File: config.mk
export PLATFORM = sky130hd
export DESIGN_NAME = apb_master_arb
export DESIGN_NICKNAME = d
export VERILOG_FILES = /design/src/rtl/apb_master_arb.sv
export SDC_FILE = /design/constraint.sdc
export NUM_CORES = 1
export LEC_CHECK = 0
export ABC_AREA = 1
export CAP_MARGIN = 25
export CORE_MARGIN = 3
export CORE_UTILIZATION = 41
export DETAILED_ROUTE_END_ITERATION = 10
export HOLD_SLACK_MARGIN = 0.02
export PLACE_DENSITY = 0.8
export SYNTH_ARGS = -nofsm -noshare
export SYNTH_HDL_FRONTEND = slang
export SYNTH_SLANG_ARGS = --single-unit
File: constraint.sdc
create_clock -name clk -period 7.7 [get_ports clk]
set_input_delay 1.925 -clock clk [delete_from_list [all_inputs] [get_ports clk]]
set_output_delay 1.925 -clock clk [all_outputs]
set_load 0.1 [all_outputs]
File: src/rtl/apb_master_arb.sv
// Two-requester APB master: round-robin grant, one SETUP/ACCESS transfer per grant,
// optional read-latency wait, then a one-cycle done/err pulse back to the owner.
//   state  | meaning
//   IDLE   | arbitrate pending requests, latch winner's command onto the bus
//   SETUP  | psel=1, penable=0
//   ACCESS | psel=1, penable=1, wait for pready or timeout
//   LAT    | read latency wait before sampling prdata
//   DONE   | done/err pulse to the owner
module apb_master_arb #(
    parameter int ADDR_W  = 32,
    parameter int DATA_W  = 32,
    parameter int RD_LAT  = 1,
    parameter int TIMEOUT = 16
) (
    input  logic              clk,
    input  logic              reset,
    input  logic              req0,
    input  logic              req1,
    input  logic              we0,
    input  logic              we1,
    input  logic [ADDR_W-1:0] addr0,
    input  logic [ADDR_W-1:0] addr1,
    input  logic [DATA_W-1:0] wdata0,
    input  logic [DATA_W-1:0] wdata1,
    output logic              done0,
    output logic              done1,
    output logic              err0,
    output logic              err1,
    output logic [DATA_W-1:0] rdata0,
    output logic [DATA_W-1:0] rdata1,
    output logic [ADDR_W-1:0] paddr,
    output logic [DATA_W-1:0] pwdata,
    output logic              pwrite,
    output logic              psel,
    output logic              penable,
    input  logic [DATA_W-1:0] prdata,
    input  logic              pready
);

    typedef enum logic [2:0] {S_IDLE, S_SETUP, S_ACCESS, S_LAT, S_DONE} state_t;

    localparam logic [7:0] ACC_LOAD = 8'(TIMEOUT - 1);
    localparam logic [2:0] LAT_LOAD = (RD_LAT > 0) ? 3'(RD_LAT - 1) : 3'd0;

    state_t            state_q, state_d;
    logic              owner_q, owner_d;
    logic              last_gnt_q, last_gnt_d;
    logic [7:0]        acc_cnt_q, acc_cnt_d;
    logic [2:0]        lat_cnt_q, lat_cnt_d;
    logic [ADDR_W-1:0] paddr_q, paddr_d;
    logic [DATA_W-1:0] pwdata_q, pwdata_d;
    logic              pwrite_q, pwrite_d;
    logic              psel_q, psel_d;
    logic              penable_q, penable_d;
    logic [1:0]        done_q, done_d;
    logic [1:0]        err_q, err_d;
    logic [DATA_W-1:0] rdata0_q, rdata0_d;
    logic [DATA_W-1:0] rdata1_q, rdata1_d;

    logic gnt;
    logic finish;
    logic timeout_hit;
    logic sample_rd;

    // With both requesting, the port that did not win last time goes next.
    assign gnt = (req0 && req1) ? ~last_gnt_q : req1;

    always_comb begin
        state_d     = state_q;
        owner_d     = owner_q;
        last_gnt_d  = last_gnt_q;
        acc_cnt_d   = acc_cnt_q;
        lat_cnt_d   = lat_cnt_q;
        paddr_d     = paddr_q;
        pwdata_d    = pwdata_q;
        pwrite_d    = pwrite_q;
        psel_d      = psel_q;
        penable_d   = penable_q;
        done_d      = 2'b00;
        err_d       = 2'b00;
        rdata0_d    = rdata0_q;
        rdata1_d    = rdata1_q;
        finish      = 1'b0;
        timeout_hit = 1'b0;
        sample_rd   = 1'b0;

        case (state_q)
            S_IDLE: begin
                if (req0 || req1) begin
                    owner_d    = gnt;
                    last_gnt_d = gnt;
                    paddr_d    = gnt ? addr1  : addr0;
                    pwdata_d   = gnt ? wdata1 : wdata0;
                    pwrite_d   = gnt ? we1    : we0;
                    psel_d     = 1'b1;
                    state_d    = S_SETUP;
                end
            end
            S_SETUP: begin
                penable_d = 1'b1;
                acc_cnt_d = ACC_LOAD;
                state_d   = S_ACCESS;
            end
            S_ACCESS: begin
                if (pready) begin
                    if (pwrite_q) begin
                        finish = 1'b1;
                    end else if (RD_LAT == 0) begin
                        sample_rd = 1'b1;
                        finish    = 1'b1;
                    end else begin
                        psel_d    = 1'b0;
                        penable_d = 1'b0;
                        lat_cnt_d = LAT_LOAD;
                        state_d   = S_LAT;
                    end
                end else if (acc_cnt_q == 8'd0) begin
                    finish      = 1'b1;
                    timeout_hit = 1'b1;
                end else begin
                    acc_cnt_d = acc_cnt_q - 8'd1;
                end
            end
            S_LAT: begin
                if (lat_cnt_q == 3'd0) begin
                    sample_rd = 1'b1;
                    finish    = 1'b1;
                end else begin
                    lat_cnt_d = lat_cnt_q - 3'd1;
                end
            end
            S_DONE: begin
                state_d = S_IDLE;
            end
            default: begin
                state_d = S_IDLE;
            end
        endcase

        if (sample_rd) begin
            if (owner_q) rdata1_d = prdata;
            else         rdata0_d = prdata;
        end
        if (finish) begin
            done_d[owner_q] = 1'b1;
            err_d[owner_q]  = timeout_hit;
            psel_d          = 1'b0;
            penable_d       = 1'b0;
            state_d         = S_DONE;
        end
    end

    always_ff @(posedge clk or posedge reset) begin
        if (reset) begin
            state_q    <= S_IDLE;
            owner_q    <= 1'b0;
            last_gnt_q <= 1'b1;
            acc_cnt_q  <= '0;
            lat_cnt_q  <= '0;
            paddr_q    <= '0;
            pwdata_q   <= '0;
            pwrite_q   <= 1'b0;
            psel_q     <= 1'b0;
            penable_q  <= 1'b0;
            done_q     <= 2'b00;
            err_q      <= 2'b00;
            rdata0_q   <= '0;
            rdata1_q   <= '0;
        end else begin
            state_q    <= state_d;
            owner_q    <= owner_d;
            last_gnt_q <= last_gnt_d;
            acc_cnt_q  <= acc_cnt_d;
            lat_cnt_q  <= lat_cnt_d;
            paddr_q    <= paddr_d;
            pwdata_q   <= pwdata_d;
            pwrite_q   <= pwrite_d;
            psel_q     <= psel_d;
            penable_q  <= penable_d;
            done_q     <= done_d;
            err_q      <= err_d;
            rdata0_q   <= rdata0_d;
            rdata1_q   <= rdata1_d;
        end
    end

    assign paddr   = paddr_q;
    assign pwdata  = pwdata_q;
    assign pwrite  = pwrite_q;
    assign psel    = psel_q;
    assign penable = penable_q;
    assign done0   = done_q[0];
    assign done1   = done_q[1];
    assign err0    = err_q[0];
    assign err1    = err_q[1];
    assign rdata0  = rdata0_q;
    assign rdata1  = rdata1_q;

endmodule

==> flow_summary.json, run 1 <==
{
  "cts_num_sinks": 151,
  "path_class": "reg2out",
  "final_cell_mix": "clkdlybuf4s50_1, nand2_1, dfrtp_1, o21ai_0, nor2_1",
  "layout_min_cycle_time_ns": 3.92,
  "nets": 1203,
  "hold_buffers": 0,
  "drc": 0,
  "post_cts_buffers": 0,
  "firstDrtPassIters": 5,
  "initial_core_util": 0.421,
  "die-area_um2": 17200,
  "hold_violations": 0,
  "ys_warn_count": 0,
  "path_delay_family": "buffers and inverters",
  "grt_pass1_vias": 6057,
  "rsz0062_at_grt": "no",
  "core-area_um2": 15300,
  "clkLatencyLatePin_ns": 0.42,
  "n_fill_cell": 1252,
  "synth_top_family_by_area": "simple AND/OR/NAND/NOR gates",
  "antenna_found_initial": 2,
  "drv_slew": 0,
  "ctsHtreeMaxLevel": 4,
  "regArea_um2": 3780,
  "clock_path_buffers": 2,
  "wl_per_cell_um": 15.6,
  "synth_top_area_share": 0.584,
  "via_per_inst": 4.84,
  "seq_area_frac_synth": 0.588,
  "r2r_cells": 8,
  "syn_inst": 746,
  "syn-num-nets": 917,
  "place_hpwl_um": 13700,
  "drive_gt1_frac": 0.0488,
  "cp.depth": 1,
  "grt_pass1_wl_um": 31100,
  "path_cells": "clkdlybuf4s50_1",
  "ant_nets": 0,
  "vias": 6078,
  "cts_buffers": 17,
  "hold_depth": 2,
  "cts_root_buffer": "clkbuf_16",
  "crit_slowest_cell": "clkdlybuf4s50_1",
  "fin_skew_ns": 0.00516,
  "grt_overflow_total": 0,
  "finalSetupViolCount": 0,
  "status": "finished, final reports clean",
  "multi_input_area_um2": 2220,
  "slew_headroom": 0.272,
  "wirelength_um": 19600,
  "synthAdderAreaFrac": 0.00779,
  "synth_area_um2": 6430,
  "maxCapViolations": 0,
  "row_count": 45,
  "area_growth_pct": 59.2,
  "worstHoldPathType": "reg2reg",
  "min_period_over_period": 0.509,
  "fmax_ghz": 0.255,
  "reg2reg_from": "state_q[0]",
  "ys_ff_latch": 151,
  "slowest_delay_ns": 1.17,
  "critPathMaxFanout": 4,
  "hp-start": "rdata1[12]",
  "crit_path_start": "pwrite",
  "synth-xor-area-share": 0,
  "ys_types": 22,
  "dr.first_iter.drc_count": 323,
  "muxShareOfSynthArea": 0.00156,
  "cp.arrival_ns": 1.99,
  "grtUsageTotal": 0.225,
  "fp.dieH_um": 131,
  "yosysTopAreaCell": "dfrtp_1",
  "ioPinCount": 302,
  "critPathRequiredTime_ns": 5.78,
  "gp_congestion": 0.804,
  "end_kind": "output port",
  "tns_ns": 0,
  "port_buffers": 301,
  "cts_resized": 0,
  "path_buf_inv": 1,
  "final_common_cell": "clkdlybuf4s50_1",
  "synthTopCellsByArea": "dfrtp_1, o21ai_0, nand2_1",
  "start_kind": "register",
  "worst_slew_pin_slew_ns": 1.09,
  "cts_tree": "built",
  "clk_pin_slew_ns": 0.06,
  "synth_compound_area_frac": 0.166,
  "yosys.area_share.simple": 0.170,
  "chipWidth_um": 131,
  "syn_avg_cell_area_um2": 8.62,
  "grt_max_degree": 83
}
metrics by stage:
stage               std cells  cell area [µm²]  utilization  setup slack, ns  hold WS (ns)
floorplan                 746             6430            -             1.71         0.444
global placement         1220             9530        0.625             3.41         0.465
detailed placement       1221             9550        0.626             3.36         0.473
CTS                      1253            10200        0.667             3.75         0.489
global route             1257            10200        0.671             3.73         0.500
finish                   1257            10200        0.671             3.78         0.483
synth_stat cells:
cell type and instances:
nand2_2 3, inv_1 59, ha_1 4, mux2i_1 1, nor2_1 81, dfrtp_1 150
buf_2 23, nand2_1 168, clkbuf_1 14, o21ai_0 133, or2_2 1, o21ai_1 76
buf_4 2, dfstp_2 1, o22ai_1 1, nand4_1 2, nor2_2 1, nor2_4 2
inv_2 1, buf_6 2, nand3_1 18, a21oi_1 3
sequential cells by signal, indices dropped and copies added (netlist names), 2 cells and up:
| signal | count |
|---|---|
| rdata0 | 32 |
| rdata1 | 32 |
| err_q | 2 |
| acc_cnt_q | 8 |
| paddr | 32 |
| state_q | 3 |
| done_q | 2 |
| lat_cnt_q | 3 |
| pwdata | 32 |
area by class of cell:
type                       instances  area share
clock buffer                      19      0.0443
timing repair buffer             308       0.304
sequential                       151       0.369
tap                              211      0.0258
antenna                            1    0.000244
clock inverter                    13      0.0165
inverter                          60      0.0225
multi-input combinational        494       0.217
layer usage:
layer	share of wire	vias up	track usage
li1	-	2978	-
met1	0.39	2810	0.255
met2	0.50	248	0.393
met3	0.082	40	0.0800
met4	0.026	2	0.0852
met5	0.00066	-	0
path summary, 6_finish.rpt:
check | slack [ns] | end
hold reg to reg | 0.48 | rdata1[12]
min in group asynchronous | 2.01 | rdata0[26]
hold / removal | 0.48 | rdata1[12]
setup / recovery | 3.78 | pwrite
max in group asynchronous | 4.30 | acc_cnt_q[6]
setup reg to reg | 5.41 | pwdata[6]
logic make-up after synthesis:
group | Yosys count
and+or+nand+nor | 276
AOI/OAI and AO/OA | 213
DFF | 151
buffers and inverters | 101
adders and majority gates | 4
muxes | 1
Power of run 1 is left out: the tool's default activity adds up to more than one toggle a clock period on the data nets, which glitch-free logic cannot reach.
==> run 2: changes to the inputs <==
CORE_UTILIZATION = 37   (was 41)
PLACE_DENSITY = 0.76   (was 0.8)
clock period = 3.35 ns   (was 7.7 ns; I/O delays follow)
==> flow_summary.json, run 2 (synthesized netlist as in run 1, its figures left out) <==
{
  "status": "finished, final reports clean",
  "row_count": 47,
  "cts_num_sinks": 151,
  "hold_violations": 0,
  "crit_slowest_cell": "buf_4",
  "critPathRequiredTime_ns": 3.69,
  "clkLatencyLatePin_ns": 0.42,
  "wirelength_um": 19500,
  "area_growth_pct": 54.2,
  "slew_headroom": 0.591,
  "port_buffers": 301,
  "critPathMaxFanout": 68,
  "core-area_um2": 16800,
  "drv_slew": 0,
  "gp_congestion": 0.811,
  "path_class": "in2reg",
  "n_fill_cell": 1516,
  "min_period_over_period": 0.638,
  "clk_pin_slew_ns": 0.07,
  "maxCapViolations": 0,
  "layout_min_cycle_time_ns": 2.14,
  "grt_overflow_total": 0,
  "cts_root_buffer": "clkbuf_16",
  "clock_path_buffers": 2,
  "drive_gt1_frac": 0.180,
  "start_kind": "primary input",
  "post_cts_buffers": 0,
  "grt_max_degree": 69,
  "initial_core_util": 0.382,
  "place_hpwl_um": 14100,
  "dr.first_iter.drc_count": 299,
  "ioPinCount": 302,
  "antenna_found_initial": 0,
  "ctsHtreeMaxLevel": 4,
  "via_per_inst": 4.78,
  "cp.arrival_ns": 2.48,
  "nets": 1206,
  "tns_ns": 0,
  "firstDrtPassIters": 5,
  "fp.dieH_um": 138,
  "final_common_cell": "nand2_1",
  "rsz0062_at_grt": "no",
  "grt_pass1_wl_um": 29200,
  "grt_pass1_vias": 5798,
  "path_cells": "clkdlybuf4s50_1 -> nor2_1 -> nor2_4 -> buf_4 -> o21ai_0 -> o21ai_1",
  "slowest_delay_ns": 0.52,
  "cts_tree": "built",
  "die-area_um2": 19000,
  "vias": 6066,
  "hold_buffers": 0,
  "chipWidth_um": 138,
  "num_antenna_cells": 0,
  "worst_slew_pin_slew_ns": 0.614,
  "cts_buffers": 17,
  "finalSetupViolCount": 0,
  "fin_skew_ns": 0.00677,
  "ant_nets": 0,
  "drc": 0,
  "wl_per_cell_um": 15.4,
  "end_kind": "register",
  "fmax_ghz": 0.468,
  "final_cell_mix": "nand2_1, clkdlybuf4s50_1, dfrtp_1, buf_4, o21ai_0",
  "grtUsageTotal": 0.198,
  "cts_resized": 0,
  "worstHoldPathType": "reg2reg"
}
## run 2: changes by cell type in the layout (fill, tap and decap cells not counted), sizes merged
| cell | change |
|---|---|
| inv | +5 |
| clkbuf | -2 |
| buf | +138 |
| clkinvlp | -1 |
| clkdlybuf4s50 | -135 |
| bufinv | -2 |
| diode | -1 |
## run 2: critical path, delay by kind of cell
family / cells / cell delay [ns]
AOI/OAI and AO/OA: 2 / 0.39
buffers and inverters: 2 / 1.01
and+or+nand+nor: 2 / 0.23
## run 2: routing by layer
| metal | routed length [µm] | global-route usage | share of wire | vias to the layer above |
|---|---|---|---|---|
| met5 | 0 | 0 | 0 | - |
| met4 | 472 | 0.0763 | 0.024 | 0 |
| met3 | 1770 | 0.0749 | 0.091 | 34 |
| met2 | 9490 | 0.322 | 0.49 | 221 |
| met1 | 7780 | 0.238 | 0.40 | 2819 |
| li1 | - | - | - | 2992 |
## run 2: area by class of cell
class,count,area [µm²],share of cell area
multi-input cells,494,2220,0.224
clock inverters,15,155,0.0157
flip-flops and latches,151,3780,0.381
inverters,60,229,0.0231
clock buffers,17,425,0.0429
well taps,220,275,0.0278
repair buffers,311,2830,0.285
## run 2: metrics by stage
step	instance area [µm²]	util	setup slack (ns)	instances	hold slack, ns
final	9910	0.589	1.21	1268	0.485
after global routing	9910	0.589	1.09	1268	0.506
after CTS	9870	0.587	1.16	1266	0.485
after detailed placement	9290	0.552	0.774	1234	0.471
after global placement	9290	0.552	0.841	1234	0.468
after floorplan	6430	-	0.610	746	0.444
## run 2: final timing paths
check / end / cells after the start / slack [ns] / from
worst max-delay path: paddr[0] / 6 / 1.21 / req1
worst min-delay path: rdata0[16] / 2 / 0.49 / rdata0[16]
worst max register to register: paddr[0] / 6 / 1.47 / state_q[0]
worst min register to register: rdata0[16] / 2 / 0.49 / rdata0[16]
max in group asynchronous: pwdata[25] / 3 / 1.84 / reset
min in group asynchronous: rdata1[7] / 2 / 0.70 / reset
Power of run 2 is left out for the same reason.
